===== config.mk =====
export PLATFORM = sky130hd
export DESIGN_NAME = vga_timing_gen
export DESIGN_NICKNAME = d
export VERILOG_FILES = /design/src/rtl/vga_timing_gen.sv
export SDC_FILE = /design/constraint.sdc
export NUM_CORES = 1
export LEC_CHECK = 0
export CORE_MARGIN = 4
export CORE_UTILIZATION = 45
export DETAILED_ROUTE_END_ITERATION = 10
export GPL_TIMING_DRIVEN = 0
export PLACE_DENSITY = 0.82
export SETUP_SLACK_MARGIN = 0.5
export SYNTH_ARGS = -nofsm -noshare
export SYNTH_HDL_FRONTEND = slang
export SYNTH_SLANG_ARGS = --single-unit
export TNS_END_PERCENT = 10

===== constraint.sdc =====
create_clock -name clk -period 3.9 [get_ports clk]
set_input_delay 0.78 -clock clk [delete_from_list [all_inputs] [get_ports clk]]
set_output_delay 0.78 -clock clk [all_outputs]
set_load 0.05 [all_outputs]

===== src/rtl/vga_timing_gen.sv =====
// Pixel divider, raster counters and sync/colour output stage for a VGA display.
// Define VGA_GEN_TICK_EN to build the frame counter that drives gen_tick.
module vga_timing_gen #(
   parameter int CLK_DIV        = 4,
   parameter int H_ACTIVE       = 640,
   parameter int H_FP           = 16,
   parameter int H_SYNC         = 96,
   parameter int H_BP           = 48,
   parameter int V_ACTIVE       = 480,
   parameter int V_FP           = 10,
   parameter int V_SYNC         = 2,
   parameter int V_BP           = 33,
   parameter bit SYNC_POL       = 1'b0,
   parameter int FRAMES_PER_GEN = 30
) (
   input  logic        clk,
   input  logic        reset,
   input  logic [11:0] rgb_in,
   output logic        pix_en,
   output logic [10:0] x,
   output logic [10:0] y,
   output logic        hsync,
   output logic        vsync,
   output logic [11:0] rgb_out,
   output logic        frame_start,
   output logic        gen_tick
);

   localparam int H_TOTAL = H_ACTIVE + H_FP + H_SYNC + H_BP;
   localparam int V_TOTAL = V_ACTIVE + V_FP + V_SYNC + V_BP;
   localparam int DIV_W   = (CLK_DIV > 1) ? $clog2(CLK_DIV) : 1;

   localparam logic [DIV_W-1:0] DIV_LAST = DIV_W'(CLK_DIV - 1);
   localparam logic [9:0] H_LAST    = 10'(H_TOTAL - 1);
   localparam logic [9:0] V_LAST    = 10'(V_TOTAL - 1);
   localparam logic [9:0] H_ACT_END = 10'(H_ACTIVE);
   localparam logic [9:0] V_ACT_END = 10'(V_ACTIVE);
   localparam logic [9:0] HS_FIRST  = 10'(H_ACTIVE + H_FP);
   localparam logic [9:0] HS_LAST   = 10'(H_ACTIVE + H_FP + H_SYNC - 1);
   localparam logic [9:0] VS_FIRST  = 10'(V_ACTIVE + V_FP);
   localparam logic [9:0] VS_LAST   = 10'(V_ACTIVE + V_FP + V_SYNC - 1);
   localparam logic SYNC_ON  = SYNC_POL;
   localparam logic SYNC_OFF = ~SYNC_POL;

   if (CLK_DIV < 2) begin : g_bad_clk_div
      $error("vga_timing_gen: CLK_DIV must be at least 2");
   end
   if (FRAMES_PER_GEN < 1) begin : g_bad_frames
      $error("vga_timing_gen: FRAMES_PER_GEN must be at least 1");
   end

   logic [DIV_W-1:0] divider;
   logic [9:0]       h_cnt;
   logic [9:0]       v_cnt;
   logic [9:0]       h_next;
   logic [9:0]       v_next;
   logic             h_wrap;
   logic             v_wrap;
   logic             h_act_next;
   logic             v_act_next;
   logic             hs_next;
   logic             vs_next;
   logic             hs_q;
   logic             vs_q;
   logic             pix_active;

   // Next raster position and its decoded flags, registered into x/y on pix_en.
   always_comb begin
      // NOTE: every signal gets a default before any branch so no latch is inferred.
      h_wrap = (h_cnt == H_LAST);
      v_wrap = (v_cnt == V_LAST);
      h_next = h_wrap ? 10'd0 : h_cnt + 10'd1;
      v_next = v_cnt;
      if (h_wrap) begin
         v_next = v_wrap ? 10'd0 : v_cnt + 10'd1;
      end
      h_act_next = (h_next < H_ACT_END);
      v_act_next = (v_next < V_ACT_END);
      hs_next    = (h_next >= HS_FIRST) && (h_next <= HS_LAST);
      vs_next    = (v_next >= VS_FIRST) && (v_next <= VS_LAST);
   end

   // Active flags of the pixel presented on x/y, i.e. the one rgb_in currently describes.
   assign pix_active = ~x[10] & ~y[10];

   // NOTE: reset is synchronous, so it lives inside the clocked branch rather than the sensitivity list.
   always_ff @(posedge clk) begin
      if (reset) begin
         divider     <= '0;
         pix_en      <= 1'b0;
         h_cnt       <= '0;
         v_cnt       <= '0;
         x           <= '0;
         y           <= '0;
         hs_q        <= 1'b0;
         vs_q        <= 1'b0;
         hsync       <= SYNC_OFF;
         vsync       <= SYNC_OFF;
         rgb_out     <= '0;
         frame_start <= 1'b0;
      end else begin
         // NOTE: non-blocking assignments so every register samples pre-edge values.
         pix_en      <= (divider == DIV_LAST);
         divider     <= (divider == DIV_LAST) ? '0 : divider + DIV_W'(1);
         frame_start <= 1'b0;
         if (pix_en) begin
            h_cnt       <= h_next;
            v_cnt       <= v_next;
            x           <= {~h_act_next, h_next};
            y           <= {~v_act_next, v_next};
            hs_q        <= hs_next;
            vs_q        <= vs_next;
            // Colour and sync of the outgoing pixel leave together, one pixel behind x/y.
            hsync       <= hs_q ? SYNC_ON : SYNC_OFF;
            vsync       <= vs_q ? SYNC_ON : SYNC_OFF;
            rgb_out     <= pix_active ? rgb_in : 12'h000;
            frame_start <= h_wrap & v_wrap;
         end
      end
   end

`ifdef VGA_GEN_TICK_EN
   localparam int FC_W = (FRAMES_PER_GEN > 1) ? $clog2(FRAMES_PER_GEN) : 1;
   localparam logic [FC_W-1:0] FC_LAST = FC_W'(FRAMES_PER_GEN - 1);

   logic [FC_W-1:0] frame_cnt;

   // Counts frame starts; the wrap back to 0 is the generation step.
   always_ff @(posedge clk) begin
      if (reset) begin
         frame_cnt <= '0;
         gen_tick  <= 1'b0;
      end else begin
         gen_tick <= 1'b0;
         if (pix_en && h_wrap && v_wrap) begin
            if (frame_cnt == FC_LAST) begin
               frame_cnt <= '0;
               gen_tick  <= 1'b1;
            end else begin
               frame_cnt <= frame_cnt + FC_W'(1);
            end
         end
      end
   end
`else
   assign gen_tick = 1'b0;
`endif

endmodule


Word level (Yosys, flattened, before mapping)
Cells that the tools add are included.
Word-level totals
  output and inout bits: 39
  register bits: 62
  logic and storage cells: 41
  input bits: 14
Cells by class
  equality and inequality tests: 3
  reduce and logical (&&, ||, !) cells: 4
  mux-type cells: 6
  bitwise gates (word level): 7
  magnitude comparators: 6
  add/subtract/negate cells: 3
Operators with widths (number)
  10-bit 2-to-1 mux: 3
  10-bit by 1-bit adder with 10-bit output, second input constant: 2
  10-bit equality test, second input constant: 2
  12-bit 2-to-1 mux: 1
  10-bit greater-or-equal comparator, second input constant: 1
  10-bit by 9-bit greater-or-equal comparator with 1-bit output, second input constant: 1
  10-bit less-or-equal comparator, second input constant: 1
  10-bit by 9-bit less-or-equal comparator with 1-bit output, second input constant: 1
  10-bit less-than comparator, second input constant: 1
  10-bit by 9-bit less-than comparator with 1-bit output, second input constant: 1
  1-bit inverter: 5
  2-bit OR reduction: 2
  2-bit by 1-bit adder with 2-bit output, second input constant: 1
  1-bit bitwise AND: 2
  2-bit equality test, second input constant: 1
  1-bit logical AND: 2
  1-bit 2-to-1 mux: 2

Logic depth before layout (Yosys ltp)
  depth in word-level cells: 5
  gate-level depth with buffers: 7
  depth with buffers taken out: 7

Worst setup path before layout
Ideal clock, no wire load.
  path kind: register to register
  from: reg x[0] (netlist name)
  to: reg vs_q
  data required time: 3.816 ns
  path buffers: 0
  library setup time: 0.084 ns
  arrival time: 2.526 ns
  cell stages (with the launch flop): 7
  path slack: 1.290 ns
  path through: dfxtp_1 -> ha_1 -> nand4_4 -> or3_1 -> or3_1 -> a211o_1 -> o31ai_2
RTL lines
  end signal, assigned: RTL line 112  | vs_q <= vs_next;
  end, declared: RTL line 64  | logic vs_q;

==> results.json <==
{
  "dieHeight_um": 75.51,
  "ctsHoldBuffers": 0,
  "setup_viol": 0,
  "fin_nets": 323,
  "root_buffer": "clkbuf_8",
  "r2r-start": "x[0]",
  "cp-start-kind": "flip-flop",
  "holdCritPathClass": "reg -> reg",
  "fin_area_um2": 2739,
  "hold_path_startpoint": "divider[0]",
  "clk_latency_ns": 0.30,
  "switching_share": 0.2273,
  "first_pass_iters": 4,
  "num_antenna_cells": 0,
  "overflow": 0,
  "hold_depth": 1,
  "cp_top_family": "simple AND/OR/NAND/NOR gates",
  "irDropWorstVdd_v": 0.0002666,
  "antenna_found_initial": 0,
  "maxCapViolations": 0,
  "power.leakage_uw": 0.0009389,
  "path_buf_inv": 1,
  "ys_types": 53,
  "ys_ff_latch": 42,
  "drc": 0,
  "dp_hpwl_mm": 3.583,
  "dp_slack_ns": 1.445,
  "cp_cell_sequence": "ha_1 -> nand4_4 -> nor3_1 -> clkbuf_1 -> a211oi_1 -> o41ai_1",
  "via_per_inst": 5.579,
  "worst_setup_path_end_kind": "flip-flop",
  "cts_max_path_buffers": 2,
  "core-area_um2": 4384,
  "htreeDepth": 2,
  "syn_area_um2": 2051,
  "slew_violations": 0,
  "clock_skew_ns": 0.009969,
  "synth_edf_count": 0,
  "required_ns": 4.09,
  "drive_gt1_frac": 0.05921,
  "vias": 1986,
  "area_delta_synth_final_pct": 33.56,
  "grt_pass1_vias": 1754,
  "hold_viol_final": 0,
  "layout_setup_ws_ns": 1.371,
  "clkSlewWorstSetupHoldPaths_ns": 0.08,
  "grt_start_max_net_pins": 13,
  "p_comb_frac": 0.086,
  "ant_nets": 0,
  "num_io_pins": 53,
  "cts_buffers": 5,
  "hold_end": "divider[0]",
  "ys_seq_area_frac": 0.4100,
  "num_rows": 24,
  "reg2reg_slack_ns": 1.37,
  "period_minus_slack_ns": 2.529,
  "r2r_end": "y[10]",
  "cts_resized": 0,
  "finalWeightedCongestion": 0.9124,
  "drt-wirelength-per-cell_um": 14.10,
  "finalCritPeriodShare": 0.6484,
  "tightest_slew_ns": 0.6727,
  "internal-power_uw": 671.2,
  "r2r_cells": 6,
  "crit_arrival_ns": 2.72,
  "synthCells": 246,
  "async_reset_ff_frac": 0,
  "layout_common_cells": "clkdlybuf4s50_1 (51), dfxtp_1 (42), nor2_1 (33)",
  "start_util": 0.4678,
  "crit_type": "reg -> reg",
  "cts_tree": "built",
  "layout_commonest_cell": "clkdlybuf4s50_1",
  "power_switching_uw": 197.5,
  "placed_cell_area_um2": 2626,
  "grt_pass1_wl_mm": 8.086,
  "p_seq_frac": 0.508,
  "slowest_delay_ns": 0.49,
  "drt_first_iter_violations": 154,
  "setup-tns-final_ns": 0,
  "syn_nets": 265,
  "p_per_area_nw_per_um2": 317.2,
  "port_buffers": 51,
  "slowest_stage": "nor3_1",
  "routed_wl_mm": 5.020,
  "max_clock_freq_mhz": 395.4,
  "dieArea_um2": 5701,
  "synthFlopType": "dfxtp_1",
  "avgSynthCellArea_um2": 8.336,
  "postCtsSetupRepairBufs": 0,
  "grt_use_total": 0.1850,
  "status": "completed",
  "synth_warnings": 0,
  "rsz0062_at_grt": "false",
  "clkPwrFrac": 0.406,
  "die_w_um": 75.51,
  "slew_headroom": 0.5478,
  "cts.sinks": 42,
  "crit_path_max_fanout": 10
}
-- flip-flops by register name, indices dropped and copies added (netlist names) --
signal,count
x,11
hs_q,1
y,11
vs_q,1
pix_en,1
vsync,1
frame_start,1
rgb_out,12
hsync,1
divider,2
-- cell usage after synthesis, drive strengths merged (2+ instances only) --
master,number,area (um^2)
a211oi,2,15.01
a21oi,12,60.06
a22oi,12,90.09
a31oi,3,18.77
and3,3,18.77
buf,4,27.52
clkbuf,15,56.30
dfxtp,42,840.8
ha,5,62.56
inv,6,22.52
mux2i,2,20.02
nand2,21,78.83
nand3,8,40.04
nand4,7,58.81
nor2,33,123.9
nor3,12,60.06
nor4,2,25.02
o21ai,9,45.04
o2bb2ai,2,17.52
o31ai,2,20.02
o41ai,2,17.52
or2,3,18.77
or3,8,50.05
or4,2,15.01
xnor2,2,17.52
xor2,6,52.55
-- power groups by stage --
stage               Combinational (uW)  Sequential (uW)  Clock (uW)
floorplan                         27.4              467           0
global placement                  73.9              451           0
detailed placement                75.1              451           0
CTS                               75.2              441         361
global route                      81.2              442         379
finish                            74.6              441         353
-- metal layers --
metal	wire [um]	up-vias	global-route usage
li1	-	1010	-
met1	2232	891	0.2429
met2	2266	77	0.2752
met3	446	8	0.06860
met4	75	0	0.07379
met5	0	-	0
-- layout make-up --
| class | count | area [um^2] |
|---|---|---|
| Timing Repair Buffer | 51 | 510.5 |
| Sequential cell | 42 | 840.8 |
| Multi-Input combinational cell | 179 | 1104 |
| Inverter | 6 | 22.52 |
| Tap cell | 52 | 65.06 |
| Clock inverter | 1 | 30.03 |
| Clock buffer | 6 | 82.58 |
| Fill cell | 362 | 1645 |
| Buffer | 19 | 83.83 |
-- worst register-to-register path, cell delays in order, from the launching register on --
cell      delay [ns]
dfxtp_1         0.47
ha_1            0.37
nand4_4         0.19
nor3_1          0.49
clkbuf_1        0.45
a211oi_1        0.14
o41ai_1         0.33
-- cells by family after synthesis --
| logic type | share of synthesized area |
|---|---|
| buf+inv | 0.05186 |
| mux | 0.01525 |
| flops | 0.4100 |
| other cells | 0.001829 |
| simple gates | 0.2721 |
| xor+xnor | 0.03417 |
| compound gates | 0.1843 |
| fa+ha+maj | 0.03051 |
-- metrics by stage --
stage                     power (uW)  hold slack (ns)    util  cells
after floorplan                494.5           0.4073       -    246
after global placement         524.9           0.4168  0.5990    349
after detailed placement       526.4           0.4255  0.5990    349
after CTS                      877.3           0.4399  0.6247    356
after global routing           902.8           0.4825  0.6247    356
final                          868.7           0.4356  0.6247    356
-- worst max path at each step --
stage	from	to	slack, ns	cells past startpoint
6_report	x[0]	y[10]	1.37	6
5_1_grt	x[0]	y[10]	1.20	6
2_1_floorplan	x[0]	vs_q	1.29	6
3_5_place_dp	reset	x[4]	1.45	4
3_3_place_gp	x[0]	y[10]	1.39	6
4_1_cts	x[0]	y[10]	1.39	6
No activity file was read; power rests on OpenSTA's default activity.
